==> src/rtl/axi_lite_regfile.sv <==
`default_nettype none
// ============================================================================
// Module   : axi_lite_regfile
// Purpose  : AXI-Lite slave register bank. Holds NUM_REGS software-visible
//            words, exports them in parallel to downstream logic and pulses a
//            per-register strobe on every committed write. Write and read
//            channels run independently; AW and W may arrive in any order.
// Ports    : clk, rst_n (async, active low)
//            aw_addr/aw_valid/aw_ready         - write address channel
//            w_data/w_strb/w_valid/w_ready     - write data channel
//            b_resp/b_valid/b_ready            - write response channel
//            ar_addr/ar_valid/ar_ready         - read address channel
//            r_data/r_resp/r_valid/r_ready     - read data channel
//            reg_out    - flat register contents, reg i at [i*DATA_WIDTH +: DATA_WIDTH]
//            reg_wr_stb - one-cycle pulse per committed write to reg i
// Options  : AXIL_REGFILE_DECERR_EN - out-of-range accesses answer DECERR
//            (2'b11) instead of OKAY.
// Revision : 1.0 - initial release
// ============================================================================
module axi_lite_regfile #(
    parameter int ADDR_WIDTH = 32,
    parameter int DATA_WIDTH = 32,
    parameter int NUM_REGS   = 16
) (
    input  logic                           clk,
    input  logic                           rst_n,
    input  logic [ADDR_WIDTH-1:0]          aw_addr,
    input  logic                           aw_valid,
    output logic                           aw_ready,
    input  logic [DATA_WIDTH-1:0]          w_data,
    input  logic [DATA_WIDTH/8-1:0]        w_strb,
    input  logic                           w_valid,
    output logic                           w_ready,
    output logic [1:0]                     b_resp,
    output logic                           b_valid,
    input  logic                           b_ready,
    input  logic [ADDR_WIDTH-1:0]          ar_addr,
    input  logic                           ar_valid,
    output logic                           ar_ready,
    output logic [DATA_WIDTH-1:0]          r_data,
    output logic [1:0]                     r_resp,
    output logic                           r_valid,
    input  logic                           r_ready,
    output logic [NUM_REGS*DATA_WIDTH-1:0] reg_out,
    output logic [NUM_REGS-1:0]            reg_wr_stb
);

    localparam int         c_STRB_W    = DATA_WIDTH / 8;
    localparam int         c_OFF_BITS  = $clog2(c_STRB_W);
    localparam logic [1:0] c_RESP_OKAY = 2'b00;
`ifdef AXIL_REGFILE_DECERR_EN
    localparam logic [1:0] c_RESP_OOR  = 2'b11;
`else
    localparam logic [1:0] c_RESP_OOR  = 2'b00;
`endif

    localparam logic [0:0] c_W_IDLE = 1'b0;
    localparam logic [0:0] c_W_RESP = 1'b1;
    localparam logic [0:0] c_R_IDLE = 1'b0;
    localparam logic [0:0] c_R_RESP = 1'b1;

    // ------------------------------------------------------------------------
    // State
    // ------------------------------------------------------------------------
    logic [0:0]            r_wstate;
    logic [0:0]            r_rstate;
    logic                  r_aw_held;
    logic                  r_w_held;
    logic [ADDR_WIDTH-1:0] r_aw_addr;
    logic [DATA_WIDTH-1:0] r_w_data;
    logic [c_STRB_W-1:0]   r_w_strb;
    logic [1:0]            r_b_resp;
    logic [DATA_WIDTH-1:0] r_r_data;
    logic [1:0]            r_r_resp;
    logic [NUM_REGS-1:0]   r_wr_stb;
    logic [DATA_WIDTH-1:0] r_regs [NUM_REGS];

    // ------------------------------------------------------------------------
    // Combinational decode
    // ------------------------------------------------------------------------
    logic [0:0]            w_wstate_nxt;
    logic [0:0]            w_rstate_nxt;
    logic                  w_aw_hs;
    logic                  w_w_hs;
    logic                  w_ar_hs;
    logic                  w_commit;
    logic [ADDR_WIDTH-1:0] w_wr_addr;
    logic [DATA_WIDTH-1:0] w_wr_data;
    logic [c_STRB_W-1:0]   w_wr_strb;
    logic [ADDR_WIDTH-1:0] w_wr_word;
    logic [ADDR_WIDTH-1:0] w_rd_word;
    logic                  w_wr_in_range;
    logic                  w_rd_in_range;
    logic [NUM_REGS-1:0]   w_wr_sel;
    logic [DATA_WIDTH-1:0] w_rd_val;

    // Ready signals depend on registered state only.
    assign aw_ready = (r_wstate == c_W_IDLE) && !r_aw_held;
    assign w_ready  = (r_wstate == c_W_IDLE) && !r_w_held;
    assign ar_ready = (r_rstate == c_R_IDLE);

    assign b_valid  = (r_wstate == c_W_RESP);
    assign r_valid  = (r_rstate == c_R_RESP);
    assign b_resp   = r_b_resp;
    assign r_data   = r_r_data;
    assign r_resp   = r_r_resp;
    assign reg_wr_stb = r_wr_stb;

    assign w_aw_hs = aw_valid && aw_ready;
    assign w_w_hs  = w_valid && w_ready;
    assign w_ar_hs = ar_valid && ar_ready;

    // Commit when both halves are available, whether held from an earlier
    // handshake or handshaking right now.
    assign w_commit = (r_wstate == c_W_IDLE) && (r_aw_held || w_aw_hs) && (r_w_held || w_w_hs);

    assign w_wr_addr = r_aw_held ? r_aw_addr : aw_addr;
    assign w_wr_data = r_w_held  ? r_w_data  : w_data;
    assign w_wr_strb = r_w_held  ? r_w_strb  : w_strb;

    // Word index over the full address width: any set high bit makes the
    // index exceed NUM_REGS, so a single compare covers the range check.
    assign w_wr_word     = w_wr_addr >> c_OFF_BITS;
    assign w_rd_word     = ar_addr >> c_OFF_BITS;
    assign w_wr_in_range = (w_wr_word < ADDR_WIDTH'(NUM_REGS));
    assign w_rd_in_range = (w_rd_word < ADDR_WIDTH'(NUM_REGS));

    // One-hot write select and read mux; an out-of-range index matches no
    // register, so writes are dropped and reads yield zero.
    always_comb begin
        w_wr_sel = '0;
        w_rd_val = '0;
        for (int i = 0; i < NUM_REGS; i++) begin
            if (w_commit && (w_wr_word == ADDR_WIDTH'(i))) begin
                w_wr_sel[i] = 1'b1;
            end
            if (w_rd_word == ADDR_WIDTH'(i)) begin
                w_rd_val = r_regs[i];
            end
        end
    end

    // ------------------------------------------------------------------------
    // Write FSM
    // ------------------------------------------------------------------------
    always_comb begin
        w_wstate_nxt = r_wstate;
        case (r_wstate)
            c_W_IDLE: if (w_commit) w_wstate_nxt = c_W_RESP;
            c_W_RESP: if (b_ready)  w_wstate_nxt = c_W_IDLE;
        endcase
    end

    always_ff @(posedge clk or negedge rst_n) begin
        if (!rst_n) begin
            r_wstate <= c_W_IDLE;
        end else begin
            r_wstate <= w_wstate_nxt;
        end
    end

    always_ff @(posedge clk or negedge rst_n) begin
        if (!rst_n) begin
            r_aw_held <= 1'b0;
            r_w_held  <= 1'b0;
            r_aw_addr <= '0;
            r_w_data  <= '0;
            r_w_strb  <= '0;
            r_b_resp  <= c_RESP_OKAY;
            r_wr_stb  <= '0;
        end else begin
            // The select is only non-zero on the commit edge, so the strobe
            // lasts exactly one cycle.
            r_wr_stb <= w_wr_sel;
            if (w_commit) begin
                r_aw_held <= 1'b0;
                r_w_held  <= 1'b0;
                r_b_resp  <= w_wr_in_range ? c_RESP_OKAY : c_RESP_OOR;
            end else begin
                if (w_aw_hs) begin
                    r_aw_held <= 1'b1;
                    r_aw_addr <= aw_addr;
                end
                if (w_w_hs) begin
                    r_w_held <= 1'b1;
                    r_w_data <= w_data;
                    r_w_strb <= w_strb;
                end
            end
        end
    end

    // Register bank with per-lane byte enables.
    always_ff @(posedge clk or negedge rst_n) begin
        if (!rst_n) begin
            for (int i = 0; i < NUM_REGS; i++) begin
                r_regs[i] <= '0;
            end
        end else begin
            for (int i = 0; i < NUM_REGS; i++) begin
                if (w_wr_sel[i]) begin
                    for (int k = 0; k < c_STRB_W; k++) begin
                        if (w_wr_strb[k]) begin
                            r_regs[i][k*8 +: 8] <= w_wr_data[k*8 +: 8];
                        end
                    end
                end
            end
        end
    end

    // ------------------------------------------------------------------------
    // Read FSM
    // ------------------------------------------------------------------------
    always_comb begin
        w_rstate_nxt = r_rstate;
        case (r_rstate)
            c_R_IDLE: if (w_ar_hs) w_rstate_nxt = c_R_RESP;
            c_R_RESP: if (r_ready) w_rstate_nxt = c_R_IDLE;
        endcase
    end

    always_ff @(posedge clk or negedge rst_n) begin
        if (!rst_n) begin
            r_rstate <= c_R_IDLE;
        end else begin
            r_rstate <= w_rstate_nxt;
        end
    end

    // Payload is captured only on the AR handshake, which samples the
    // pre-edge register value even if a write commits on the same edge.
    always_ff @(posedge clk or negedge rst_n) begin
        if (!rst_n) begin
            r_r_data <= '0;
            r_r_resp <= c_RESP_OKAY;
        end else if (w_ar_hs) begin
            r_r_data <= w_rd_val;
            r_r_resp <= w_rd_in_range ? c_RESP_OKAY : c_RESP_OOR;
        end
    end

    // ------------------------------------------------------------------------
    // Parallel export
    // ------------------------------------------------------------------------
    generate
        for (genvar gi = 0; gi < NUM_REGS; gi++) begin : g_reg_out
            assign reg_out[gi*DATA_WIDTH +: DATA_WIDTH] = r_regs[gi];
        end
    endgenerate

endmodule
`default_nettype wire

==> config.mk <==
export PLATFORM = sky130hd
export DESIGN_NAME = axi_lite_regfile
export DESIGN_NICKNAME = d
export VERILOG_FILES = /design/src/rtl/axi_lite_regfile.sv
export SDC_FILE = /design/constraint.sdc
export NUM_CORES = 1
export LEC_CHECK = 0
export CORE_ASPECT_RATIO = 1.25
export CORE_MARGIN = 10
export CORE_UTILIZATION = 46
export DETAILED_ROUTE_END_ITERATION = 8
export HOLD_SLACK_MARGIN = 0.08
export PLACE_DENSITY = 0.77
export SLEW_MARGIN = 0
export SYNTH_ARGS = -nofsm -noshare
export SYNTH_HDL_FRONTEND = slang
export SYNTH_SLANG_ARGS = --single-unit
==> constraint.sdc <==
create_clock -name clk -period 2.6 [get_ports clk]
set_clock_uncertainty 0.2 [all_clocks]
set_input_delay 0.52 -clock clk [delete_from_list [all_inputs] [get_ports clk]]
set_output_delay 0.52 -clock clk [all_outputs]
set_load 0.1 [all_outputs]
# Word level (Yosys, flattened, before mapping)
# Cells that the tools add are included.
# Widths: inputs -> output; s select.
[word_totals] ff_bits=632 inputBits=107 wordCells=248
[op_classes] n_eq_ne=30 mux=45 n_bitwise=3 reduce_logical=97
[ops] cell="$mux 32" count=18
[ops] cell="$eq 30x4->1 const B" count=16
[ops] cell="$eq 30x3->1 const B" count=8
[ops] cell="$reduce_and 2->1" count=66
[ops] cell="$eq 30x2->1 const B" count=4
[ops] cell="$logic_not 32->1" count=2
[ops] cell="$eq 30x1->1 const B" count=2
[ops] cell="$mux 1" count=24
[ops] cell="$logic_and 1x1->1" count=23
[ops] cell="$mux 4" count=1
[ops] cell="$pmux 1 s2" count=2
[ops] cell="$reduce_bool 2->1" count=2
[ops] cell="$not 1->1" count=3
[ops] cell="$logic_not 1->1" count=2
[ops] cell="$logic_or 1x1->1" count=2

# Logic depth before layout (Yosys ltp)
# Gate-level depths: netlist of run 1.
[logic_depth] word_depth=17 mapped_depth=10 depth_no_buf=7

# Worst setup path before layout of run 1
# Ideal clock, no wire load.
[synth_path] kind="flip-flop to flip-flop" startpoint="reg r_rstate (netlist: r_valid)" endpoint="reg r_r_data[13] (netlist: r_data[13])" arrival_time_ns=2.825 required_ns=2.280 path_slack_ns=-0.545 stages_incl_launch_ff=7 cell_sequence="dfrtp_1 inv_1 nand2_1 nor4_1 nor3b_1 nand3_1 and3_1"
[synth_via] elab_chain_len=2
[synth_rtl] item="start, declared" line="66" source="logic [0:0] r_rstate;"
[synth_rtl] item="start signal, assigned" line="225" source="r_rstate <= c_R_IDLE;"
[synth_rtl] item="start signal, assigned" line="227" source="r_rstate <= w_rstate_nxt;"
[synth_rtl] item="$not 1->1"
[synth_rtl] item="named net ar_ready" line="39" source="output logic ar_ready,"
[synth_rtl] item="$logic_and 1x1->1" line="111" source="assign w_ar_hs = ar_valid && ar_ready;"
[synth_rtl] item="end signal, assigned" line="238" source="r_r_data <= w_rd_val;"
[synth_rtl] item="end, declared" line="73" source="logic [DATA_WIDTH-1:0] r_r_data;"
# The timed path passes the listed nets, and every way through them passes these cells.
# A chain may end at the register's enable or synchronous reset.

# Worst setup path in the final report of run 1
[layout_path] startpoint="reg r_aw_addr[31]" endpoint="reg r_regs, in the netlist reg_out[166]"
[layout_via] elab_chain_len=5
[layout_rtl] item="start, declared" line="69" source="logic [ADDR_WIDTH-1:0] r_aw_addr;"
[layout_rtl] item="start signal, assigned" line="182" source="r_aw_addr <= aw_addr;"
[layout_rtl] item="$mux 32" line="117" source="assign w_wr_addr = r_aw_held ? r_aw_addr : aw_addr;"
[layout_rtl] item="$eq 30x3->1" line="134" source="if (w_commit && (w_wr_word == ADDR_WIDTH'(i))) begin"
[layout_rtl] item="$logic_and 1x1->1" line="134"
[layout_rtl] item="$mux 1" line="134"
[layout_rtl] item="$reduce_and 2->1 (no line)"
[layout_rtl] item="end signal, assigned by index" line="204" source="r_regs[i][k*8 +: 8] <= w_wr_data[k*8 +: 8];"
[layout_rtl] item="end, declared" line="76" source="logic [DATA_WIDTH-1:0] r_regs [NUM_REGS];"
# Every way passes these cells.

==> impl_metrics.yaml, run 1 <==
worst_hold_path:
  hp-class: "input port to flop"
timing:
  rsz0062_at_grt: "true"
  setup_violations: 512
  period_share: 1.149
  fin_crit_ps: 2987
  clock.fmax_mhz: 334.8
  slew_headroom: 0.4394
  hold_violations: 0
  setup_slack_ps: -387.2
  drv_slew: 0
  worst_pin_slew_ps: 837.8
  hold_ws_ps: 261.3
synthesis:
  synth_mux_area_frac: 0.2565
  synthCells: 2257
  ys.flop_type: "dfrtp_1"
  synth_async_sr_flop_share: 1.000
  synth_compound_area_frac: 0.08597
  synth_seq_cells: 630
  synth_top_family_by_area: "multiplexers"
  syn_area_sq_mm: 0.02947
  synth_warnings: 0
  syn_area_per_cell_sq_um: 13.06
  synth_xor_area_frac: 0
  synth_cell_types: 82
  yosysSeqAreaShare: 0.5349
  synth-edff-count: 0
  synth_fa_ha_area_frac: 0
  yosys.area_share.simple: 0.09782
job:
  cap_viol_max_count: 0
global_routing:
  gr-total-overflow: 0
  antenna_found_initial: 1
  grt_max_degree: 87
  gr-usage-all-layers: 0.3696
  grt_pass1_vias: 26940
  grt_pass1_wl_microns: 199800
clock_network:
  path_clk_slew_ps: 60
  h-tree-depth: 3
  cts_made_buffers: 67
  cts_root_buf: "clkbuf_16"
  cts_tree: "yes"
  worst_skew_pair.late_latency_ps: 620
  clkSinkCount: 630
  clk_path_buf_depth: 3
worst_setup_path:
  worst_path_max_delay_cell: "dfrtp_1"
  start_kind: "flop"
  r2r_setup_slack_ps: -390
  setup.worst_path.end_class: "flop"
  critical_path.top_delay_family: "simple AND/OR/NAND/NOR gates"
  cp_common_cell: "buf_4"
  path_cells: "nor4_2 > nand4_1 > a221oi_2 > buf_4 > nand3_2 > or2_1 > buf_4 > nor2_4 > buf_12 > mux2_2"
  crit_type: "flop to flop"
  worstPathRequired_ps: 2880
  worstPathBufferInverterCount: 3
  arrival_ps: 3260
  max_stage_delay_ps: 390
  crit_fanout: 8
outcome:
  status: "finished, violations left"
  violations: "setup timing"
floorplan:
  initial_core_util: 0.4657
  dieWidth_microns: 246.4
  dieHeight_microns: 303.0
  ios: 676
  core_sq_mm: 0.06328
  std_cell_rows: 103
  die-area_sq_mm: 0.07465
power_and_ir_drop:
  irDropWorstVdd_mv: 1.270
  p_leak_uw: 0.02147
  p_total_uw: 26510
  powerDensity_mw_per_mm2: 603.4
routing:
  drc: 0
  routed_wl_microns: 143400
  vias: 26370
  drt_iter0_markers: 2876
  drt_first_pass_iters: 6
  post_drt_via_cell_ratio: 6.289
  drtAntennaViolNets: 0
  avgRoutedWirePerCell_microns: 34.20
cells_and_area:
  utilization: 0.6942
  nets: 3417
  drive_gt1_frac: 0.5888
  syn_to_final_growth_pct: 49.05
  fill_cells: 4488
  fin_area_sq_mm: 0.04393
placed_design:
  pre_cts_slack_ps: -1223
  place_congestion: 0.9734
  port_buffers: 667
  post_dp_cell_area_sq_mm: 0.04061
  hpwl_microns: 109500
timing repair:
action,4_1_cts,5_1_grt
endpoints found under the hold margin,70,0
hold buffers,1,0
setup endpoints to repair,545,543
pin swaps,21,60
gates cloned,0,2
resized for setup,63,188
buffers inserted,11,33
worst register-to-register path, cell delays in order (launching register included):
cell,delay [ps]
dfrtp_1,390
nor4_2,330
nand4_1,200
a221oi_2,360
buf_4,210
nand3_2,110
or2_1,250
buf_4,180
nor2_4,120
buf_12,150
mux2_2,360
path summary, 6_finish.rpt:
| kind | cells past startpoint | start | endpoint |
|---|---|---|---|
| max | 10 | r_aw_addr[31] | reg_out[166] |
| min | 2 | r_ready | r_valid |
| max reg2reg | 10 | r_aw_addr[31] | reg_out[166] |
| min reg2reg | 1 | r_w_data[14] | r_w_data[14] |
| max in group asynchronous | 3 | rst_n | reg_out[92] |
| min in group asynchronous | 2 | rst_n | reg_out[137] |
cell usage in the layout (no fill, tap or decap), drive strengths merged, types with 6 or more instances in the layout:
cell,n
a31o,11
o21ai,65
or4,6
a211oi,9
nand3,31
buf,1024
nor2,146
dfrtp,630
a22oi,29
o221ai,28
a221oi,29
a21oi,43
nor2b,11
nor4,40
mux2,612
inv,31
and2,12
clkinv,14
and3,13
clkdlybuf4s50,71
or2,27
o22ai,49
dlymetal6s2s,7
a31oi,8
a221o,13
nand2,78
nand4,21
mux2i,35
mux4,13
o2bb2ai,7
clkbuf,105
nor3,32
or3,6
where the power goes:
part | leakage, uW | total (uW) | switching (uW) | internal [uW]
registers | 0.00861 | 10900 | 461 | 10500
logic | 0.0118 | 5920 | 4070 | 1850
clock network | 0.00107 | 9670 | 4060 | 5610
total | 0.0215 | 26500 | 8590 | 17900
final cells by class:
cell class                 instances  area, sq um  area share
sequential                       630        15770      0.3590
multi-input combinational       1458        14550      0.3313
timing repair buffer            1122        10250      0.2333
clock buffer                      90         1927     0.04386
tap                              840         1051     0.02393
clock inverter                    20        251.5    0.005725
inverter                          31        122.6    0.002791
antenna                            1        2.502  0.00005697
per-stage QoR:
stage / std cells / setup TNS [ps]
finish: 4192 / -152340
global placement: 4035 / -463120
global route: 4191 / -175600
CTS: 4157 / -122670
floorplan: 2260 / -13870
detailed placement: 4035 / -493900
routing by layer:
metal | wire, microns | track usage | up-vias
met5 | 20 | 0 | -
met4 | 10890 | 0.2253 | 2
met3 | 15840 | 0.1167 | 488
met2 | 65810 | 0.5829 | 1825
met1 | 50830 | 0.4364 | 13490
li1 | - | - | 10560
synth_stat cells (8+ instances only):
library cell  count  area share
a21oi_1          43      0.0073
a221o_1          13      0.0044
a221oi_1         28      0.0083
a22oi_1          29      0.0074
a31oi_1           8      0.0017
and2_1           12      0.0025
and3_1           12      0.0025
buf_1            15      0.0019
buf_2            29      0.0049
clkbuf_1         89       0.011
dfrtp_1         630        0.53
inv_1            29      0.0037
mux2_2          612        0.23
mux2i_1          31       0.011
mux4_2           13      0.0099
nand2_1          78      0.0099
nand3_1          26      0.0044
nand4_1          20      0.0042
nor2_1           82       0.010
nor2_4           64       0.024
nor2b_1          11      0.0023
nor3_1           28      0.0048
nor4_1           22      0.0047
nor4_2           10      0.0042
nor4_4            8      0.0058
o21ai_0          61       0.010
o221ai_1         28      0.0083
o22ai_1          49       0.010
or2_2            13      0.0028
flip-flops by register name, indices dropped and copies added, names as in the netlist:
| register | cells |
|---|---|
| b_valid | 1 |
| r_aw_addr | 30 |
| r_aw_held | 1 |
| r_data | 32 |
| r_valid | 1 |
| r_w_data | 32 |
| r_w_held | 1 |
| r_w_strb | 4 |
| reg_out | 512 |
| reg_wr_stb | 16 |
cells by family (layout without fill, tap and decap cells):
| family | Yosys count | after routing |
|---|---|---|
| simple gates | 439 | 440 |
| buf+inv | 173 | 1263 |
| mux | 660 | 660 |
| other cells | 1 | 5 |
| flops | 630 | 630 |
| compound gates | 354 | 354 |
Power figures use the tool's default switching activity.
==> inputs of run 2 (changes only) <==
Settings changed: CORE_ASPECT_RATIO 1.25 to default, CORE_UTILIZATION 46 to 47, CTS_BUF_LIST from default to sky130_fd_sc_hd__clkbuf_4 sky130_fd_sc_hd__clkbuf_8, PLACE_DENSITY 0.77 to 0.79.
==> impl_metrics.yaml, run 2 (synthesis results as in run 1) <==
placed_design:
  post_dp_cell_area_sq_mm: 0.04030
  hpwl_microns: 112400
  placedCellCount: 4001
  place_congestion: 1.003
  port_buffers: 667
routing:
  drtAntennaViolNets: 0
  avgRoutedWirePerCell_microns: 34.34
  drt_iter0_markers: 2854
  post_drt_via_cell_ratio: 6.247
  drt_first_pass_iters: 6
  vias: 26480
  routed_wl_microns: 145600
  drc: 0
power_and_ir_drop:
  p_leak_uw: 0.02145
  p_total_uw: 27030
  irDropWorstVdd_mv: 0.6357
  powerDensity_mw_per_mm2: 619.3
cells_and_area:
  syn_to_final_growth_pct: 48.06
  stdcell_count: 4239
  mostFrequentLayoutCells: "buf_4, dfrtp_1, mux2_2"
  nets: 3416
  fin_area_sq_mm: 0.04364
  drive_gt1_frac: 0.5867
  largest_register_ffs: 512
  fill_cells: 4398
  final_common_cell: "buf_4"
timing:
  clock.fmax_mhz: 333.1
  hold_violations: 0
  fin_crit_ps: 3002
  setup_violations: 512
  slew_headroom: 0.5073
  drv_slew: 0
  worst_pin_slew_ps: 736.3
  hold_ws_ps: 130.3
  period_share: 1.155
  setup_slack_ps: -402.2
  setup_tns_ps: -156060
  rsz0062_at_grt: "true"
worst_setup_path:
  worstPathBufferInverterCount: 3
  crit_type: "flop to flop"
  max_stage_delay_ps: 410
  setup.worst_path.end_class: "flop"
  start_kind: "flop"
  critical_path.top_delay_family: "simple AND/OR/NAND/NOR gates"
  worst_path_max_delay_cell: "dfrtp_1"
  cp_common_cell: "buf_12"
  worstPathRequired_ps: 3000
  crit_fanout: 8
  arrival_ps: 3400
  path_cells: "nor4b_2 > nand4_1 > a221oi_2 > buf_4 > nand3_2 > or2_4 > buf_12 > nor2_4 > buf_12 > mux2_2"
clock_network:
  cts_tree: "yes"
  cts_root_buf: "clkbuf_8"
  worst_skew_pair.late_latency_ps: 750
  clkSinkCount: 630
  path_clk_slew_ps: 60
  cts_made_buffers: 107
  clk_path_buf_depth: 3
  h-tree-depth: 3
global_routing:
  grt_pass1_wl_microns: 206400
  grt_max_degree: 77
  grt_pass1_vias: 27810
  antenna_found_initial: 7
  gr-usage-all-layers: 0.3861
  gr-total-overflow: 0
worst_hold_path:
  hp-class: "input port to asynchronous set/reset pin"
floorplan:
  die-area_sq_mm: 0.07312
  dieHeight_microns: 270.4
  core_sq_mm: 0.06194
  std_cell_rows: 91
  initial_core_util: 0.4758
  dieWidth_microns: 270.4
  ios: 676
outcome:
  status: "finished, violations left"
  violations: "setup timing"
job:
  cap_viol_max_count: 0
run 2: final timing paths:
kind | from | end | slack, ps | depth (start not counted)
min reg2reg | r_w_data[31] | r_w_data[31] | 300 | 1
min in group clk | r_ready | r_valid | 130 | 2
max reg2reg | r_aw_addr[18] | reg_out[8] | -400 | 10
max | r_aw_addr[18] | reg_out[8] | -400 | 10
min | rst_n | reg_out[106] | 130 | 2
max in group asynchronous | rst_n | reg_out[510] | 1130 | 3
run 2: cell type report:
cell class,instances,area [sq um],share of cell area
Sequential cell,630,15770,0.3614
Timing Repair Buffer,1081,9911,0.2271
Clock buffer,173,2193,0.05027
Clock inverter,24,257.7,0.005907
Inverter,31,120.1,0.002753
Tap cell,837,1047,0.02400
Multi-Input combinational cell,1458,14320,0.3282
Antenna cell,5,12.51,0.0002867
run 2: where the power goes:
part	leakage, uW	total (uW)	internal, uW	switching [uW]
Sequential	0.00861	11000	10500	516
Clock	0.00130	10000	5750	4300
Combinational	0.0115	6000	1850	4150
run 2: repair_timing:
item,4_1_cts,5_1_grt
hold endpoints to repair,557,0
pin swaps,39,35
buffers inserted,24,9
resized for setup,105,41
hold buffers,1,0
cloned,2,1
endpoints found under the setup margin,542,542
run 2: metal layers:
layer | share of wire | wire length (microns) | track usage
met1 | 0.36 | 52610 | 0.4531
met3 | 0.098 | 14240 | 0.1040
met5 | 0.00018 | 26 | 0
met2 | 0.47 | 68240 | 0.6198
met4 | 0.072 | 10450 | 0.2483
run 2: stage by stage:
| step | util | worst slack, ps |
|---|---|---|
| 2_1_floorplan | - | -194.4 |
| 3_3_place_gp | 0.6507 | -1025 |
| 3_5_place_dp | 0.6507 | -1110 |
| 4_1_cts | 0.7017 | -355.5 |
| 5_1_grt | 0.7045 | -508.6 |
| 6_report | 0.7045 | -402.2 |
